### config.mk
export PLATFORM = sky130hd
export DESIGN_NAME = imem_loader
export DESIGN_NICKNAME = d
export VERILOG_FILES = /design/src/rtl/imem_loader_pkg.sv /design/src/rtl/imem_loader_csum.sv /design/src/rtl/imem_loader.sv
export SDC_FILE = /design/constraint.sdc
export NUM_CORES = 1
export LEC_CHECK = 0
export ABC_AREA = 0
export BUFFER_PORTS_ARGS = -buffer_cell sky130_fd_sc_hd__clkbuf_2
export CAP_MARGIN = 20
export CORE_AREA = 2 2 81 83
export CTS_CLUSTER_DIAMETER = 50
export DETAILED_ROUTE_END_ITERATION = 12
export DIE_AREA = 0 0 83 85
export GPL_ROUTABILITY_DRIVEN = 0
export PLACE_DENSITY = 0.73
export SLEW_MARGIN = 20
export SYNTH_ARGS = -nofsm -noshare
export SYNTH_HDL_FRONTEND = slang
export SYNTH_SLANG_ARGS = --single-unit
### constraint.sdc
create_clock -name clk_pi -period 2.8 [get_ports clk_pi]
set_clock_uncertainty 0.2 [all_clocks]
set_input_delay 0.42 -clock clk_pi [delete_from_list [all_inputs] [get_ports clk_pi]]
set_output_delay 0.42 -clock clk_pi [all_outputs]
set_load 0.02 [all_outputs]
### src/rtl/imem_loader_pkg.sv
// rtl/imem_loader_pkg.sv - shared loader state encoding and instruction-memory constants
package imem_loader_pkg;

  typedef enum logic [2:0] {
    LEN_HI,
    LEN_LO,
    DATA_HI,
    DATA_LO,
    CSUM,
    DONE,
    ERR
  } load_state_t;

  localparam int INSTR_W        = 16;
  localparam int DEFAULT_ADDR_W = 8;

endpackage

### src/rtl/imem_loader_csum.sv
// rtl/imem_loader_csum.sv - running XOR accumulator over accepted stream bytes
module imem_loader_csum (
  input  logic       clk,
  input  logic       rst_n,
  input  logic       clr,
  input  logic       en,
  input  logic [7:0] data,
  output logic [7:0] acc
);

  always_ff @(posedge clk or negedge rst_n) begin
    if (!rst_n) begin
      acc <= '0;
    end else if (clr) begin
      acc <= '0;
    end else if (en) begin
      acc <= acc ^ data;
    end
  end

endmodule

### src/rtl/imem_loader.sv
// rtl/imem_loader.sv - boot byte-stream loader writing 16-bit words into instruction memory
// Optional trailing XOR checksum byte is enabled by IMEM_LOADER_CHECKSUM_EN.
module imem_loader
  import imem_loader_pkg::*;
#(
  parameter int ADDR_W = DEFAULT_ADDR_W
) (
  input  logic               clk_pi,
  input  logic               reset_n_pi,
  input  logic               byte_valid_pi,
  input  logic [7:0]         byte_data_pi,
  output logic               byte_ready_po,
  input  logic               load_req_pi,
  output logic               imem_wr_en_po,
  output logic [ADDR_W-1:0]  imem_wr_addr_po,
  output logic [INSTR_W-1:0] imem_wr_data_po,
  output logic               cpu_hold_po,
  output logic               done_po,
  output logic               err_po
);

  // One bit wider than the address so a full-capacity image does not wrap.
  localparam int CNT_W = ADDR_W + 1;
  localparam logic [16:0] MAX_WORDS = 17'd1 << ADDR_W;

`ifdef IMEM_LOADER_CHECKSUM_EN
  localparam load_state_t END_STATE = CSUM;
`else
  localparam load_state_t END_STATE = DONE;
`endif

  load_state_t      state, next_state;
  logic [15:0]      len_q;
  logic [7:0]       hi_q;
  logic [CNT_W-1:0] count;
  logic             accept;
  logic             reload;
  logic [15:0]      len_full;
  logic             last_word;
  logic             ready_d, hold_d, done_d, err_d, wr_en_d;

  assign accept    = byte_valid_pi & byte_ready_po;
  assign reload    = load_req_pi & ((state == DONE) | (state == ERR));
  assign len_full  = {len_q[15:8], byte_data_pi};
  assign last_word = (17'(count) + 17'd1) == {1'b0, len_q};

`ifdef IMEM_LOADER_CHECKSUM_EN
  logic [7:0] csum_acc;

  imem_loader_csum u_csum (
    .clk   (clk_pi),
    .rst_n (reset_n_pi),
    .clr   (reload),
    .en    (accept & (state != CSUM)),
    .data  (byte_data_pi),
    .acc   (csum_acc)
  );
`endif

  always_ff @(posedge clk_pi or negedge reset_n_pi) begin
    if (!reset_n_pi) begin
      state         <= LEN_HI;
      byte_ready_po <= 1'b1;
      cpu_hold_po   <= 1'b1;
      done_po       <= 1'b0;
      err_po        <= 1'b0;
      imem_wr_en_po <= 1'b0;
    end else begin
      state         <= next_state;
      byte_ready_po <= ready_d;
      cpu_hold_po   <= hold_d;
      done_po       <= done_d;
      err_po        <= err_d;
      imem_wr_en_po <= wr_en_d;
    end
  end

  always_comb begin
    next_state = state;
    case (state)
      LEN_HI:  if (accept) next_state = LEN_LO;
      LEN_LO: begin
        if (accept) begin
          if ({1'b0, len_full} > MAX_WORDS) next_state = ERR;
          else if (len_full == 16'd0)       next_state = END_STATE;
          else                              next_state = DATA_HI;
        end
      end
      DATA_HI: if (accept) next_state = DATA_LO;
      DATA_LO: if (accept) next_state = last_word ? END_STATE : DATA_HI;
`ifdef IMEM_LOADER_CHECKSUM_EN
      CSUM:    if (accept) next_state = (byte_data_pi == csum_acc) ? DONE : ERR;
`endif
      DONE:    if (load_req_pi) next_state = LEN_HI;
      ERR:     if (load_req_pi) next_state = LEN_HI;
      default: next_state = LEN_HI;
    endcase
  end

  // Registered outputs are decoded from the next state so they move on the transition edge.
  always_comb begin
    ready_d = (next_state == LEN_HI) | (next_state == LEN_LO) |
              (next_state == DATA_HI) | (next_state == DATA_LO) |
              (next_state == CSUM);
    hold_d  = (next_state != DONE);
    done_d  = (next_state == DONE);
    err_d   = (next_state == ERR);
    wr_en_d = accept & (state == DATA_LO);
  end

  always_ff @(posedge clk_pi or negedge reset_n_pi) begin
    if (!reset_n_pi) begin
      len_q           <= '0;
      hi_q            <= '0;
      count           <= '0;
      imem_wr_addr_po <= '0;
      imem_wr_data_po <= '0;
    end else begin
      if (accept && state == LEN_HI)  len_q[15:8] <= byte_data_pi;
      if (accept && state == LEN_LO)  len_q[7:0]  <= byte_data_pi;
      if (accept && state == DATA_HI) hi_q        <= byte_data_pi;
      if (reload) begin
        count <= '0;
      end else if (accept && state == DATA_LO) begin
        count           <= count + 1'b1;
        imem_wr_addr_po <= count[ADDR_W-1:0];
        imem_wr_data_po <= {hi_q, byte_data_pi};
      end
    end
  end

endmodule
# Yosys cells after proc, flatten, opt, wreduce, memory -nomap -nowiden

Cells that the tools add are included.

Memory bits (read-only): 0
Bits in registers: 65
RAM bits: 0
Latch bits: 0
Bits of input ports: 12
Memories kept: 0
Logic and storage cells: 58

Reductions and logical operators: 10
Equality and inequality tests: 13
Add/subtract/negate cells: 2
Magnitude comparators: 1
Bitwise logic cells: 9
Shift operators: 0
Multipliers: 0
Mux-type cells: 11
Div/mod/pow operators: 0

Operators with widths:

| cell                                                                   | number |
|---|---|
| 3-bit two-way mux                                                      | 8 |
| 9-bit two-way mux                                                      | 2 |
| 10-bit by 16-bit equality test with 1-bit output                       | 1 |
| 16-bit by 9-bit > comparator with 1-bit output (second input constant) | 1 |
| 16-bit logical NOT                                                     | 1 |
| 3-bit equality test (second input constant)                            | 5 |
| 3-bit case mux with 5 select lines                                     | 1 |
| 3-bit by 2-bit equality test with 1-bit output (second input constant) | 4 |
| 9-bit by 1-bit adder with 10-bit output (second input constant)        | 1 |
| 9-bit by 1-bit adder with 9-bit output (second input constant)         | 1 |
| 3-bit by 1-bit equality test with 1-bit output (second input constant) | 2 |
| 3-bit logical NOT                                                      | 2 |
| 1-bit bitwise OR                                                       | 5 |
| 1-bit logical AND                                                      | 4 |
| 1-bit AND                                                              | 3 |
| 3-bit != test (second input constant)                                  | 1 |
| 2-bit AND reduction                                                    | 1 |
| 2-bit nonzero test                                                     | 1 |
| 2-bit OR reduction                                                     | 1 |
| 1-bit NOT                                                              | 1 |

# Depth between registers and ports, before layout

Gate-level depths: netlist of run 1.

Depth in word-level cells: 10
Gate-level depth with buffers: 9
Gate-level depth less buffers: 7

# Worst setup path before layout of run 1

OpenSTA, ideal clock, no wires.

Path type: register -> register
From: register count[0]
To: register cpu_hold_po
Stages on the path, launching flop included: 10
Path slack: 0.086 ns
Buffers on the path: 2
Arrival time: 2.431 ns
Required time: 2.517 ns
Library setup time: 0.083 ns
Cells stage by stage: dfrtp_1 > ha_1 > clkbuf_8 > and2_2 > nand4_1 > nor2_1 > or3_1 > or4_1 > buf_2 > a221o_1

Cells in the longest elaborated chain, start to end: 6

RTL lines:

| element                                          | RTL line           | source |
|---|---|---|
| start, declared                                  | imem_loader.sv:35  | `logic [CNT_W-1:0] count;` |
| start signal, assigned                           | imem_loader.sv:125 | `count <= count + 1'b1;` |
| 9-bit by 1-bit adder with 10-bit output          | imem_loader.sv:45  | `assign last_word = (17'(count) + 17'd1) == {1'b0, len_q};` |
| 10-bit by 16-bit equality test with 1-bit output | imem_loader.sv:45  |  |
| 3-bit two-way mux (2 in a row)                   | imem_loader.sv:90  | `DATA_LO: if (accept) next_state = last_word ? END_STATE : DATA_HI;` |
| 3-bit case mux with 5 select lines               | imem_loader.sv:80  | `case (state)` |
| 3-bit != test                                    | imem_loader.sv:105 | `hold_d = (next_state != DONE);` |
| named net hold_d                                 | imem_loader.sv:40  | `logic ready_d, hold_d, done_d, err_d, wr_en_d;` |
| end signal, assigned                             | imem_loader.sv:71  | `cpu_hold_po <= hold_d;` |
| end, declared                                    | imem_loader.sv:17  | `output logic cpu_hold_po,` |

The timed path passes the listed nets, and every way through them passes these cells.
A chain may end at the register's enable or synchronous reset.

# Worst setup path in the final report of run 1

Ends and elaborated chain as after synthesis.

==> impl_summary.txt, run 1 <==
----------------------------------------------------
[Global route]
  GRT overflow ... 0
  Largest net degree at the start of global routing ... 39
  Number of global-route vias before repair ... 2430
  Total GRT Usage ... 20.4%
  Number of antenna violations at the first check in global routing ... 0
  First-pass GRT wire length ... 11600 µm

[Critical path]
  Critical Path AT ... 2.70 ns
  Setup slack of the most critical reg-to-reg path ... 0.16 ns
  Type of the worst setup path ... register to register
  Worst Setup End Kind ... register
  Nature of the critical path startpoint ... register
  Reg-to-Reg Start ... count[0]$_DFFE_PN0P_
  Max FO, Critical Path ... 9
  R2R cell count ... 7
  Crit path required time ... 2.86 ns
  Worst R2R End ... cpu_hold_po$_DFF_PN1_

[Placed design]
  HPWL after DPL ... 4520 µm
  IO Port Bufs ... 40
  Placed cell count ... 436

[Pwr]
  Power density over the cells ... 1060 nW/µm²
  Largest vdd supply drop ... 0.795 mV
  Leakage power of the design ... 1.76 nW

[Synthesis]
  Synth async-reset ratio ... 100%
  Commonest cells post-synth ... sky130_fd_sc_hd__nand2_1, sky130_fd_sc_hd__dfrtp_1, sky130_fd_sc_hd__o21ai_0
  Leading area contributor after synthesis ... sky130_fd_sc_hd__dfrtp_1
  Leading cell type by number of instances after synthesis ... sky130_fd_sc_hd__nand2_1
  Number of distinct standard cells referenced by the synthesized netlist ... 52
  Synthesized area per cell ... 9.46 µm²
  Number of synthesized flops with an enable pin ... 0
  Gate count of the mapped netlist ... 323
  Share of the yosys chip area belonging to registers ... 53.3%
  Yosys warnings ... 0
  Synth top area share ... 51.6%
  Synth Cell Area ... 3060 µm²
  Top area cells in the synthesized netlist ... sky130_fd_sc_hd__dfrtp_1, sky130_fd_sc_hd__nand2_1, sky130_fd_sc_hd__mux2_2
  Net Count, Synth ... 336
  Post-synth top flop ... sky130_fd_sc_hd__dfrtp_1
  Number of flip-flops and latches in the synthesized netlist ... 65

[Timing]
  FMAX ... 379 MHz
  Unrepaired setup endpoints after global routing ... false
  Setup TNS ... 0 ns
  Worst slew pin tran ... 0.732 ns
  Period minus WS final ... 2.64 ns
  Number of endpoints failing setup at the final stage ... 0
  Max-slew headroom ... 51.2%
  Final critical-path share of the clock period ... 94.3%
  Number of hold violations in the final report ... 0
  Slew Limit Fails ... 0

[Finish]
  Number of antenna repair diodes ... 0
  Synthesis-to-layout area growth ... 18.1%
  Nets ... 384
  Fraction of final layout cells sized beyond drive strength 1 ... 26.1%
  Layout Cells excl Fill ... 453

[Drt]
  Detailed Route Iter0 Violations ... 157
  Vias ... 2429
  Routed via count divided by cell count ... 5.36
  Post-detailed-routing wire length ... 6560 µm
  Post-route DRC ... 0
  Routed len/inst ... 14.5 µm
  Count of nets left with antenna violations after detail routing ... 0
  First-pass DRT Iterations ... 4

[Floorplanning]
  DIE AREA ... 7060 µm²
  I/O pin cnt ... 41
  Die span in x ... 83 µm
  Starting utilization of the core area ... 49.2%
  Total core area ... 6200 µm²
  Die H ... 85 µm
  Placement Rows ... 29

[Clocking]
  Buffer count from post-CTS setup fixing ... 0
  Clock tree sinks ... 65
  Clock tree from TritonCTS ... done
  Max H-tree Level ... 3
  Number of buffers created by CTS ... 9
  Later-pin clock latency in the skew report ... 0.34 ns
  Number of buffers on the longest clock path ... 2
  CTS Root Cell ... sky130_fd_sc_hd__clkbuf_8
  Clock-pin slew reported for the worst setup and hold paths after clock tree synthesis ... 0.08 ns

[Worst hold path]
  Worst-case hold path end point ... imem_wr_data_po[5]$_DFFE_PN0P_
  Worst hold stages ... 3
  Min-delay src ... byte_data_pi[5]
  Tightest Hold Check Type ... input port to register

[Job]
  Max-cap violations ... 0

[Status]
  Status ... finished clean

----------------------------------------------------
==> per-layer routing <==
metal	up-vias	global-route usage [%]	wire length, µm
met5	-	0	0
met4	0	9.69	90
met3	8	4.18	371
met2	79	31.7	3000
met1	1155	27.7	3100
li1	1187	-	-
==> per-stage QoR <==
step	hold slack, ns	total power, mW	setup slack [ns]	util, %	instance area (µm²)
finish	0.140	3.82	0.160	58.1	3610
global route	0.147	4.09	0.0316	58.1	3610
global placement	0.247	2.88	0.168	54.2	3370
detailed placement	0.257	2.93	0.129	54.2	3370
floorplan	-0.0756	2.51	0.0860	-	3060
CTS	0.121	3.84	0.107	58.1	3600
==> cells by family (layout without fill, tap and decap cells) <==
family / count (synthesis) / count (layout) / share of synthesized area, %
muxes: 15 / 15 / 5.53
xor gates and xnor gates: 9 / 9 / 2.58
and+or+nand+nor: 153 / 153 / 22.5
buffers and inverters: 25 / 78 / 4.38
adders and majority gates: 1 / 1 / 0.409
DFF: 65 / 65 / 53.3
AOI/OAI and AO/OA: 55 / 55 / 11.3
==> what timing repair did <==
item | 4_1_cts | 5_1_grt
setup endpoints to repair | 0 | 2
hold endpoints to repair | 25 | 0
resized for setup | 0 | 1
hold buffers | 1 | 0
==> placed cells by master (no fill, tap or decap), types with 3 or more instances in the layout <==
cell type / instances
sky130_fd_sc_hd__clkbuf_2: 40
sky130_fd_sc_hd__o21ai_0: 23
sky130_fd_sc_hd__xnor2_1: 5
sky130_fd_sc_hd__nor3_1: 3
sky130_fd_sc_hd__a21oi_1: 11
sky130_fd_sc_hd__nand2b_1: 4
sky130_fd_sc_hd__mux2_2: 15
sky130_fd_sc_hd__nor2_1: 10
sky130_fd_sc_hd__nand3_1: 4
sky130_fd_sc_hd__dfrtp_1: 63
sky130_fd_sc_hd__nand2_1: 108
sky130_fd_sc_hd__xor2_1: 4
sky130_fd_sc_hd__or3_1: 3
sky130_fd_sc_hd__clkbuf_8: 10
sky130_fd_sc_hd__inv_1: 5
sky130_fd_sc_hd__a31oi_1: 4
sky130_fd_sc_hd__buf_4: 14
sky130_fd_sc_hd__nor4_1: 4
==> critical path: stages (launching register included) <==
cell and delay [ns]:
sky130_fd_sc_hd__dfrtp_1 0.38, sky130_fd_sc_hd__ha_1 0.31, sky130_fd_sc_hd__and2_2 0.26, sky130_fd_sc_hd__nand4_1 0.11, sky130_fd_sc_hd__nor2_1 0.06, sky130_fd_sc_hd__or3_1 0.37, sky130_fd_sc_hd__or4_4 0.53, sky130_fd_sc_hd__a221o_1 0.34
==> power by group <==
part	switching, mW	internal (mW)
logic	0.778	0.580
clock network	0.375	0.528
registers	0.265	1.29
==> flip-flops by register name, summed over array words and instances, names as in the netlist <==
register,count
imem_wr_data_po,16
len_q,16
count,9
hi_q,8
imem_wr_addr_po,8
state,3
byte_ready_po,1
cpu_hold_po,1
done_po,1
err_po,1
imem_wr_en_po,1
==> worst max path at each step <==
stage,start,to,slack [ns],depth (start not counted)
2_1_floorplan,count[0]$_DFFE_PN0P_,cpu_hold_po$_DFF_PN1_,0.09,9
3_3_place_gp,count[0]$_DFFE_PN0P_,cpu_hold_po$_DFF_PN1_,0.17,7
3_5_place_dp,count[0]$_DFFE_PN0P_,cpu_hold_po$_DFF_PN1_,0.13,7
4_1_cts,count[0]$_DFFE_PN0P_,cpu_hold_po$_DFF_PN1_,0.11,7
5_1_grt,count[0]$_DFFE_PN0P_,done_po$_DFF_PN0_,0.03,7
6_report,count[0]$_DFFE_PN0P_,cpu_hold_po$_DFF_PN1_,0.16,7
==> cell type report <==
| cell class | count | area, µm² |
|---|---|---|
| Clock buffer | 10 | 138 |
| Clock inverter | 6 | 90.1 |
| Fill cell | 541 | 2600 |
| Inverter | 6 | 22.5 |
| Multi-Input combinational cell | 233 | 1300 |
| Sequential cell | 65 | 1630 |
| Tap cell | 77 | 96.3 |
| Timing Repair Buffer | 56 | 335 |
(Power assumes the default switching activity.)
==> run 2: changes to the inputs <==
--- a/config.mk
+++ b/config.mk
@@ -8,12 +8,11 @@
 export ABC_AREA = 0
 export BUFFER_PORTS_ARGS = -buffer_cell sky130_fd_sc_hd__clkbuf_2
 export CAP_MARGIN = 20
-export CORE_AREA = 2 2 81 83
+export CORE_AREA = 2 2 114 116
 export CTS_CLUSTER_DIAMETER = 50
 export DETAILED_ROUTE_END_ITERATION = 12
-export DIE_AREA = 0 0 83 85
+export DIE_AREA = 0 0 116 118
 export GPL_ROUTABILITY_DRIVEN = 0
-export PLACE_DENSITY = 0.73
 export SLEW_MARGIN = 20
 export SYNTH_ARGS = -nofsm -noshare
 export SYNTH_HDL_FRONTEND = slang
==> constraint.sdc (replaced) <==
create_clock -name clk_pi -period 2.6 [get_ports clk_pi]
set_clock_uncertainty 0.2 [all_clocks]
set_input_delay 0.39 -clock clk_pi [delete_from_list [all_inputs] [get_ports clk_pi]]
set_output_delay 0.39 -clock clk_pi [all_outputs]
set_load 0.02 [all_outputs]
==> impl_summary.txt, run 2 (same netlist as run 1, synthesis figures left out) <==
----------------------------------------------------
[Finish]
  Largest registers in the final layout ... imem_wr_data_po (16), len_q (16), count (9) (unchanged)
  Synthesis-to-layout area growth ... 26.9% (was 18.1%)
  Number of antenna repair diodes ... 0 (unchanged)
  Nets ... 392 (was 384)
  Commonest cells after routing, fill and taps aside ... sky130_fd_sc_hd__nand2_1, sky130_fd_sc_hd__dfrtp_1, sky130_fd_sc_hd__clkbuf_2 (unchanged)
  Most common cell after layout, fill and taps aside ... sky130_fd_sc_hd__nand2_1 (unchanged)
  Final cell area excluding filler cells ... 3880 µm² (was 3610 µm²)
  Layout Cells excl Fill ... 556 (was 453)
  Fraction of final layout cells sized beyond drive strength 1 ... 28.1% (was 26.1%)

[Placed design]
  IO Port Bufs ... 40 (unchanged)
  Placed cell count ... 539 (was 436)
  Area after detailed placement ... 3550 µm² (was 3370 µm²)
  HPWL after DPL ... 4980 µm (was 4520 µm)

[Pwr]
  Leakage power of the design ... 1.83 nW (was 1.76 nW)
  Largest vdd supply drop ... 0.470 mV (was 0.795 mV)
  Power Total ... 4.41 mW (was 3.82 mW)
  Power density over the cells ... 1140 nW/µm² (was 1060 nW/µm²)

[Critical path]
  Worst Setup End Kind ... register (unchanged)
  Critical Path Slowest Stage Cell ... sky130_fd_sc_hd__or4_4 (unchanged)
  Type of the worst setup path ... register to register (unchanged)
  Cell-by-cell trace of the critical path ... ha_2 -> and2_4 -> nand4_1 -> nor2_1 -> or3_1 -> or4_4 -> a221oi_1 (was ha_1 -> and2_2 -> nand4_1 -> nor2_1 -> or3_1 -> or4_4 -> a221o_1)
  Max stage delay on crit path ... 0.53 ns (about the same)
  Crit path required time ... 2.62 ns (was 2.86 ns)
  Critical Path AT ... 2.48 ns (was 2.70 ns)
  Max FO, Critical Path ... 9 (unchanged)
  Nature of the critical path startpoint ... register (unchanged)

[Global route]
  Number of global-route vias before repair ... 2449 (was 2430)
  Total GRT Usage ... 11.4% (was 20.4%)
  GRT overflow ... 0 (unchanged)
  Number of antenna violations at the first check in global routing ... 0 (unchanged)
  First-pass GRT wire length ... 12300 µm (was 11600 µm)
  Largest net degree at the start of global routing ... 66 (was 39)

[Clocking]
  Clock tree from TritonCTS ... done (unchanged)
  Max H-tree Level ... 3 (unchanged)
  CTS Root Cell ... sky130_fd_sc_hd__clkbuf_16 (was sky130_fd_sc_hd__clkbuf_8)
  Clock tree sinks ... 65 (unchanged)
  Buffer count from post-CTS setup fixing ... 0 (unchanged)
  Later-pin clock latency in the skew report ... 0.33 ns (was 0.34 ns)
  Clock-pin slew reported for the worst setup and hold paths after clock tree synthesis ... 0.05 ns (was 0.08 ns)
  Number of buffers on the longest clock path ... 2 (unchanged)
  Number of buffers created by CTS ... 9 (unchanged)

[Drt]
  First-pass DRT Iterations ... 4 (unchanged)
  Post-Route M1 WL ... 3520 µm (was 3100 µm)
  Met2 layer wire length in the routed design ... 3330 µm (was 3000 µm)
  Count of nets left with antenna violations after detail routing ... 0 (unchanged)
  Total length of routed met3 wires ... 279 µm (was 371 µm)
  Topmost layer with routed signal wires ... met4 (unchanged)
  Routed len/inst ... 13.0 µm (was 14.5 µm)
  Post-route DRC ... 0 (unchanged)
  Post-detailed-routing wire length ... 7250 µm (was 6560 µm)
  Vias ... 2463 (was 2429)
  Detailed Route Iter0 Violations ... 162 (was 157)
  Routed via count divided by cell count ... 4.43 (was 5.36)

[Floorplanning]
  DIE AREA ... 13700 µm² (was 7060 µm²)
  Starting utilization of the core area ... 24.6% (was 49.2%)
  I/O pin cnt ... 41 (unchanged)
  Placement Rows ... 41 (was 29)
  Die H ... 118 µm (was 85 µm)
  Die span in x ... 116 µm (was 83 µm)
  Total core area ... 12400 µm² (was 6200 µm²)

[Status]
  Status ... finished clean (unchanged)

[Timing]
  Worst slew pin tran ... 0.437 ns (was 0.732 ns)
  Slew Limit Fails ... 0 (unchanged)
  Period minus WS final ... 2.46 ns (was 2.64 ns)
  Number of endpoints failing setup at the final stage ... 0 (unchanged)
  Unrepaired setup endpoints after global routing ... false (unchanged)
  Number of hold violations in the final report ... 0 (unchanged)
  Setup TNS ... 0 ns (unchanged)
  Max-slew headroom ... 70.5% (was 51.2%)
  Worst hold margin ... 0.127 ns (was 0.140 ns)
  Final critical-path share of the clock period ... 94.5% (was 94.3%)
  FMAX ... 407 MHz (was 379 MHz)

[Worst hold path]
  Tightest Hold Check Type ... input port to register (unchanged)

[Job]
  Max-cap violations ... 0 (unchanged)

----------------------------------------------------
## run 2: cell types whose count changed in the layout (fill, tap and decap cells not counted), sizes merged
cell / previous run / this run
inv: 6 / 5
clkbuf: 50 / 51
bufinv: 2 / 1
buf: 15 / 24
## run 2: repair_timing
action,4_1_cts,5_1_grt
hold endpoints to repair,63,0
gates resized for setup,0,3
hold buffers,1,0
endpoints found under the setup margin,0,3
## run 2: routing by layer
layer / global-route usage, % / vias to the layer above
met5: 0 / -
met2: 17.3 / 41
li1: - / 1205
met4: 4.69 / 0
met1: 15.7 / 1205
met3: 2.27 / 12
## run 2: final cells by class
type | instances | area (µm²)
Clock buffer | 12 | 256
Clock inverter | 4 | 51.3
Fill cell | 1335 | 8540
Inverter | 6 | 22.5
Multi-Input combinational cell | 233 | 1310
Sequential cell | 65 | 1630
Tap cell | 172 | 215
Timing Repair Buffer | 64 | 395
## run 2: through the flow
stage	utilization, %	setup slack (ns)
after floorplan	-	0.0241
after detailed placement	28.6	0.0739
after CTS	31.1	0.0423
final	31.2	0.144
after global placement	28.6	0.127
after global routing	31.2	0.00145
## run 2: final timing paths
| check | cells past startpoint | startpoint | to | slack [ns] |
|---|---|---|---|---|
| setup / recovery | 7 | count[1]$_DFFE_PN0P_ | done_po$_DFF_PN0_ | 0.14 |
| hold / removal | 3 | byte_data_pi[6] | imem_wr_data_po[6]$_DFFE_PN0P_ | 0.13 |
| setup reg to reg | 7 | count[1]$_DFFE_PN0P_ | done_po$_DFF_PN0_ | 0.14 |
| hold reg to reg | 2 | hi_q[5]$_DFFE_PN0P_ | imem_wr_data_po[13]$_DFFE_PN0P_ | 0.26 |
| max in group asynchronous | 3 | reset_n_pi | byte_ready_po$_DFF_PN1_ | 1.48 |
| min in group asynchronous | 3 | reset_n_pi | imem_wr_en_po$_DFF_PN0_ | 0.41 |
## run 2: critical path: cells and delay by family, from the launching register on
family / cells / cell delay, ns
AND/OR/NAND/NOR: 5 / 1.23
AO/OA/AOI/OAI: 1 / 0.29
adder cells (fa/ha/maj): 1 / 0.25
flip-flops: 1 / 0.39
## run 2: power by group
| group | internal [mW] | total, mW | switching (mW) |
|---|---|---|---|
| registers | 1.40 | 1.68 | 0.281 |
| logic | 0.650 | 1.52 | 0.869 |
| clock network | 0.794 | 1.22 | 0.424 |
| total | 2.84 | 4.41 | 1.57 |
==> run 3: changes to the inputs <==
--- a/config.mk
+++ b/config.mk
@@ -5,13 +5,13 @@
 export SDC_FILE = /design/constraint.sdc
 export NUM_CORES = 1
 export LEC_CHECK = 0
-export ABC_AREA = 0
+export ABC_AREA = 1
 export BUFFER_PORTS_ARGS = -buffer_cell sky130_fd_sc_hd__clkbuf_2
 export CAP_MARGIN = 20
-export CORE_AREA = 2 2 114 116
+export CORE_AREA = 2 2 89 91
 export CTS_CLUSTER_DIAMETER = 50
 export DETAILED_ROUTE_END_ITERATION = 12
-export DIE_AREA = 0 0 116 118
+export DIE_AREA = 0 0 91 93
 export GPL_ROUTABILITY_DRIVEN = 0
 export SLEW_MARGIN = 20
 export SYNTH_ARGS = -nofsm -noshare
==> constraint.sdc (replaced) <==
create_clock -name clk_pi -period 2.4 [get_ports clk_pi]
set_clock_uncertainty 0.2 [all_clocks]
set_input_delay 0.36 -clock clk_pi [delete_from_list [all_inputs] [get_ports clk_pi]]
set_output_delay 0.36 -clock clk_pi [all_outputs]
set_load 0.02 [all_outputs]
==> impl_summary.txt, run 3 <==
----------------------------------------------------
[Timing]
  FMAX ... 471 MHz (was 407 MHz)
  Worst slew pin tran ... 0.780 ns (was 0.437 ns)
  Slew Limit Fails ... 0 (unchanged)
  Max-slew headroom ... 47.6% (was 70.5%)
  Setup TNS ... 0 ns (unchanged)
  Worst hold margin ... 0.0484 ns (was 0.127 ns)
  Period minus WS final ... 2.12 ns (was 2.46 ns)
  Final critical-path share of the clock period ... 88.5% (was 94.5%)
  Number of hold violations in the final report ... 0 (unchanged)
  Unrepaired setup endpoints after global routing ... false (unchanged)
  Number of endpoints failing setup at the final stage ... 0 (unchanged)

[Critical path]
  Top cell by count, worst path ... sky130_fd_sc_hd__nand2_1
  Top delay family on crit path ... simple AND/OR/NAND/NOR gates (unchanged)
  R2R cell count ... 14 (was 7)
  Crit path required time ... 2.45 ns (was 2.62 ns)
  First element of the critical path ... count[0]$_DFFE_PN0P_ (was count[1]$_DFFE_PN0P_)
  Type of the worst setup path ... register to register (unchanged)
  Critical Path Slowest Stage Cell ... sky130_fd_sc_hd__dfrtp_1 (was sky130_fd_sc_hd__or4_4)
  Critical Path AT ... 2.17 ns (was 2.48 ns)
  Max stage delay on crit path ... 0.48 ns (was 0.53 ns)
  Worst Setup End Kind ... register (unchanged)
  Worst R2R End ... err_po$_DFF_PN0_ (was done_po$_DFF_PN0_)
  Nature of the critical path startpoint ... register (unchanged)
  Max FO, Critical Path ... 8 (was 9)
  Count of buffering cells on the critical path with inverters included ... 0 (unchanged)
  Setup slack of the most critical reg-to-reg path ... 0.28 ns (was 0.14 ns)
  Cell-by-cell trace of the critical path ... ha_1 -> nand2_4 -> nor2_4 -> nand2_1 -> nand2_1 -> nand2_1 -> nand2_1 -> nand2_1 -> nor2_2 -> nand3_1 -> nand2_2 -> nand2_2 -> nand2_2 -> nor2_2 (was ha_2 -> and2_4 -> nand4_1 -> nor2_1 -> or3_1 -> or4_4 -> a221oi_1)
  Reg-to-Reg Start ... count[0]$_DFFE_PN0P_ (was count[1]$_DFFE_PN0P_)

[Synthesis]
  Synth async-reset ratio ... 100% (unchanged)
  Synthesized area per cell ... 8.24 µm² (was 9.46 µm²)
  Synth Cell Area ... 2910 µm² (was 3060 µm²)
  Net Count, Synth ... 366 (was 336)
  Share of the yosys chip area belonging to registers ... 56.0% (was 53.3%)
  Top area cells in the synthesized netlist ... sky130_fd_sc_hd__dfrtp_1, sky130_fd_sc_hd__nand2_1, sky130_fd_sc_hd__o21ai_0 (was sky130_fd_sc_hd__dfrtp_1, sky130_fd_sc_hd__nand2_1, sky130_fd_sc_hd__mux2_2)
  Post-synth top flop ... sky130_fd_sc_hd__dfrtp_1 (unchanged)
  Leading area contributor after synthesis ... sky130_fd_sc_hd__dfrtp_1 (unchanged)
  Gate count of the mapped netlist ... 353 (was 323)
  Number of synthesized flops with an enable pin ... 0 (unchanged)
  Yosys warnings ... 0 (unchanged)
  Synth top area share ... 54.2% (was 51.6%)
  Leading cell type by number of instances after synthesis ... sky130_fd_sc_hd__nand2_1 (unchanged)
  Commonest cells post-synth ... sky130_fd_sc_hd__nand2_1, sky130_fd_sc_hd__dfrtp_1, sky130_fd_sc_hd__o21ai_0 (unchanged)
  Number of distinct standard cells referenced by the synthesized netlist ... 26 (was 52)
  Number of flip-flops and latches in the synthesized netlist ... 65 (unchanged)

[Worst hold path]
  Tightest Hold Check Type ... input port to register (unchanged)
  Worst hold stages ... 3 (unchanged)
  Worst-case hold path end point ... len_q[3]$_DFFE_PN0P_ (was imem_wr_data_po[6]$_DFFE_PN0P_)
  Min-delay src ... byte_data_pi[3] (was byte_data_pi[6])

[Clocking]
  Number of buffers on the longest clock path ... 2 (unchanged)
  Clock tree from TritonCTS ... done (unchanged)
  Later-pin clock latency in the skew report ... 0.35 ns (was 0.33 ns)
  Cts-stage hold buffer count ... 1 (unchanged)
  Buffer count from post-CTS setup fixing ... 0 (unchanged)
  Number of buffers created by CTS ... 9 (unchanged)
  Max H-tree Level ... 3 (unchanged)
  CTS Root Cell ... sky130_fd_sc_hd__clkbuf_8 (was sky130_fd_sc_hd__clkbuf_16)
  Clock-pin slew reported for the worst setup and hold paths after clock tree synthesis ... 0.07 ns (was 0.05 ns)
  Clock tree sinks ... 65 (unchanged)
  Post-cts sizing count ... 0 (unchanged)

[Pwr]
  Power density over the cells ... 1300 nW/µm² (was 1140 nW/µm²)
  Largest vdd supply drop ... 0.492 mV (was 0.470 mV)
  Leakage power of the design ... 1.77 nW (was 1.83 nW)

[Floorplanning]
  Die H ... 93 µm (was 118 µm)
  Total core area ... 7530 µm² (was 12400 µm²)
  Placement Rows ... 32 (was 41)
  I/O pin cnt ... 41 (unchanged)
  Starting utilization of the core area ... 38.6% (was 24.6%)
  DIE AREA ... 8460 µm² (was 13700 µm²)
  Die span in x ... 91 µm (was 116 µm)

[Drt]
  Vias ... 2462 (was 2463)
  Detailed Route Iter0 Violations ... 115 (was 162)
  Count of nets left with antenna violations after detail routing ... 0 (unchanged)
  Post-route DRC ... 0 (unchanged)
  Routed len/inst ... 12.8 µm (was 13.0 µm)
  Post-detailed-routing wire length ... 6520 µm (was 7250 µm)
  Routed via count divided by cell count ... 4.84 (was 4.43)
  First-pass DRT Iterations ... 5 (was 4)

[Placed design]
  IO Port Bufs ... 40 (unchanged)
  Area after detailed placement ... 3250 µm² (was 3550 µm²)
  HPWL after DPL ... 4480 µm (was 4980 µm)

[Finish]
  Most common cell after layout, fill and taps aside ... sky130_fd_sc_hd__nand2_1 (unchanged)
  Nets ... 415 (was 392)
  Largest registers in the final layout ... imem_wr_data_po (16), len_q (16), count (9) (unchanged)
  Number of antenna repair diodes ... 0 (unchanged)
  Fill cells ... 797 (was 1335)
  Fraction of final layout cells sized beyond drive strength 1 ... 19.2% (was 28.1%)
  Commonest cells after routing, fill and taps aside ... sky130_fd_sc_hd__nand2_1, sky130_fd_sc_hd__dfrtp_1, sky130_fd_sc_hd__o21ai_0 (was sky130_fd_sc_hd__nand2_1, sky130_fd_sc_hd__dfrtp_1, sky130_fd_sc_hd__clkbuf_2)
  Synthesis-to-layout area growth ... 19.8% (was 26.9%)
  Final cell area excluding filler cells ... 3480 µm² (was 3880 µm²)

[Global route]
  First-pass GRT wire length ... 11100 µm (was 12300 µm)
  Total GRT Usage ... 16.8% (was 11.4%)
  Number of antenna violations at the first check in global routing ... 0 (unchanged)
  Number of global-route vias before repair ... 2281 (was 2449)
  Largest net degree at the start of global routing ... 66 (unchanged)
  GRT overflow ... 0 (unchanged)

[Job]
  Max-cap violations ... 0 (unchanged)

[Status]
  Status ... finished clean (unchanged)

----------------------------------------------------
[run 3: final cells by class]
| cell class | instances | area, µm² | area share, % |
|---|---|---|---|
| inverter | 35 | 131 | 3.77 |
| clock inverter | 7 | 95.1 | 2.73 |
| multi-input combinational | 245 | 1120 | 32.0 |
| timing repair buffer | 46 | 260 | 7.47 |
| tap | 102 | 128 | 3.66 |
| sequential | 65 | 1630 | 46.8 |
| clock buffer | 9 | 124 | 3.56 |
[run 3: cells by family after synthesis]
group | after synthesis | share of synthesized area [%]
flops | 65 | 56.0
simple gates | 188 | 27.8
compound gates | 56 | 10.1
buf+inv | 43 | 5.59
fa+ha+maj | 1 | 0.430
[run 3: worst reg2reg max path: cells and delay by family (launching register included)]
| kind | cells | cell delay, ns |
|---|---|---|
| adder cells (fa/ha/maj) | 1 | 0.29 |
| AND/OR/NAND/NOR | 13 | 1.07 |
| flip-flops | 1 | 0.48 |
[run 3: worst max-delay path by stage]
stage,endpoint,slack (ns),cells after the start
2_1_floorplan,err_po$_DFF_PN0_,0.50,14
3_3_place_gp,err_po$_DFF_PN0_,0.38,14
3_5_place_dp,err_po$_DFF_PN0_,0.32,14
4_1_cts,err_po$_DFF_PN0_,0.27,14
5_1_grt,done_po$_DFF_PN0_,0.1,13
6_report,err_po$_DFF_PN0_,0.28,14
[run 3: through the flow]
stage | util [%] | total power [mW] | setup slack, ns | std cells
floorplan | - | 3.01 | 0.501 | 353
global placement | 43.2 | 3.49 | 0.382 | 492
detailed placement | 43.2 | 3.52 | 0.321 | 492
CTS | 46.3 | 4.57 | 0.273 | 509
global route | 46.3 | 4.91 | 0.0966 | 509
finish | 46.3 | 4.53 | 0.276 | 509
[run 3: where the power goes]
group	total, mW	leakage (nW)	internal (mW)	switching (mW)
Sequential	1.88	0.830	1.57	0.316
Clock	1.03	0.109	0.584	0.446
Combinational	1.62	0.832	0.547	1.07
Total	4.53	1.77	2.70	1.83
[run 3: routing by layer]
layer | vias to the layer above | wire (µm) | global-route usage [%]
li1 | 1233 | - | -
met1 | 1163 | 3250 | 23.2
met2 | 52 | 2870 | 24.8
met3 | 14 | 276 | 4.59
met4 | 0 | 122 | 7.32
met5 | - | 0 | 0
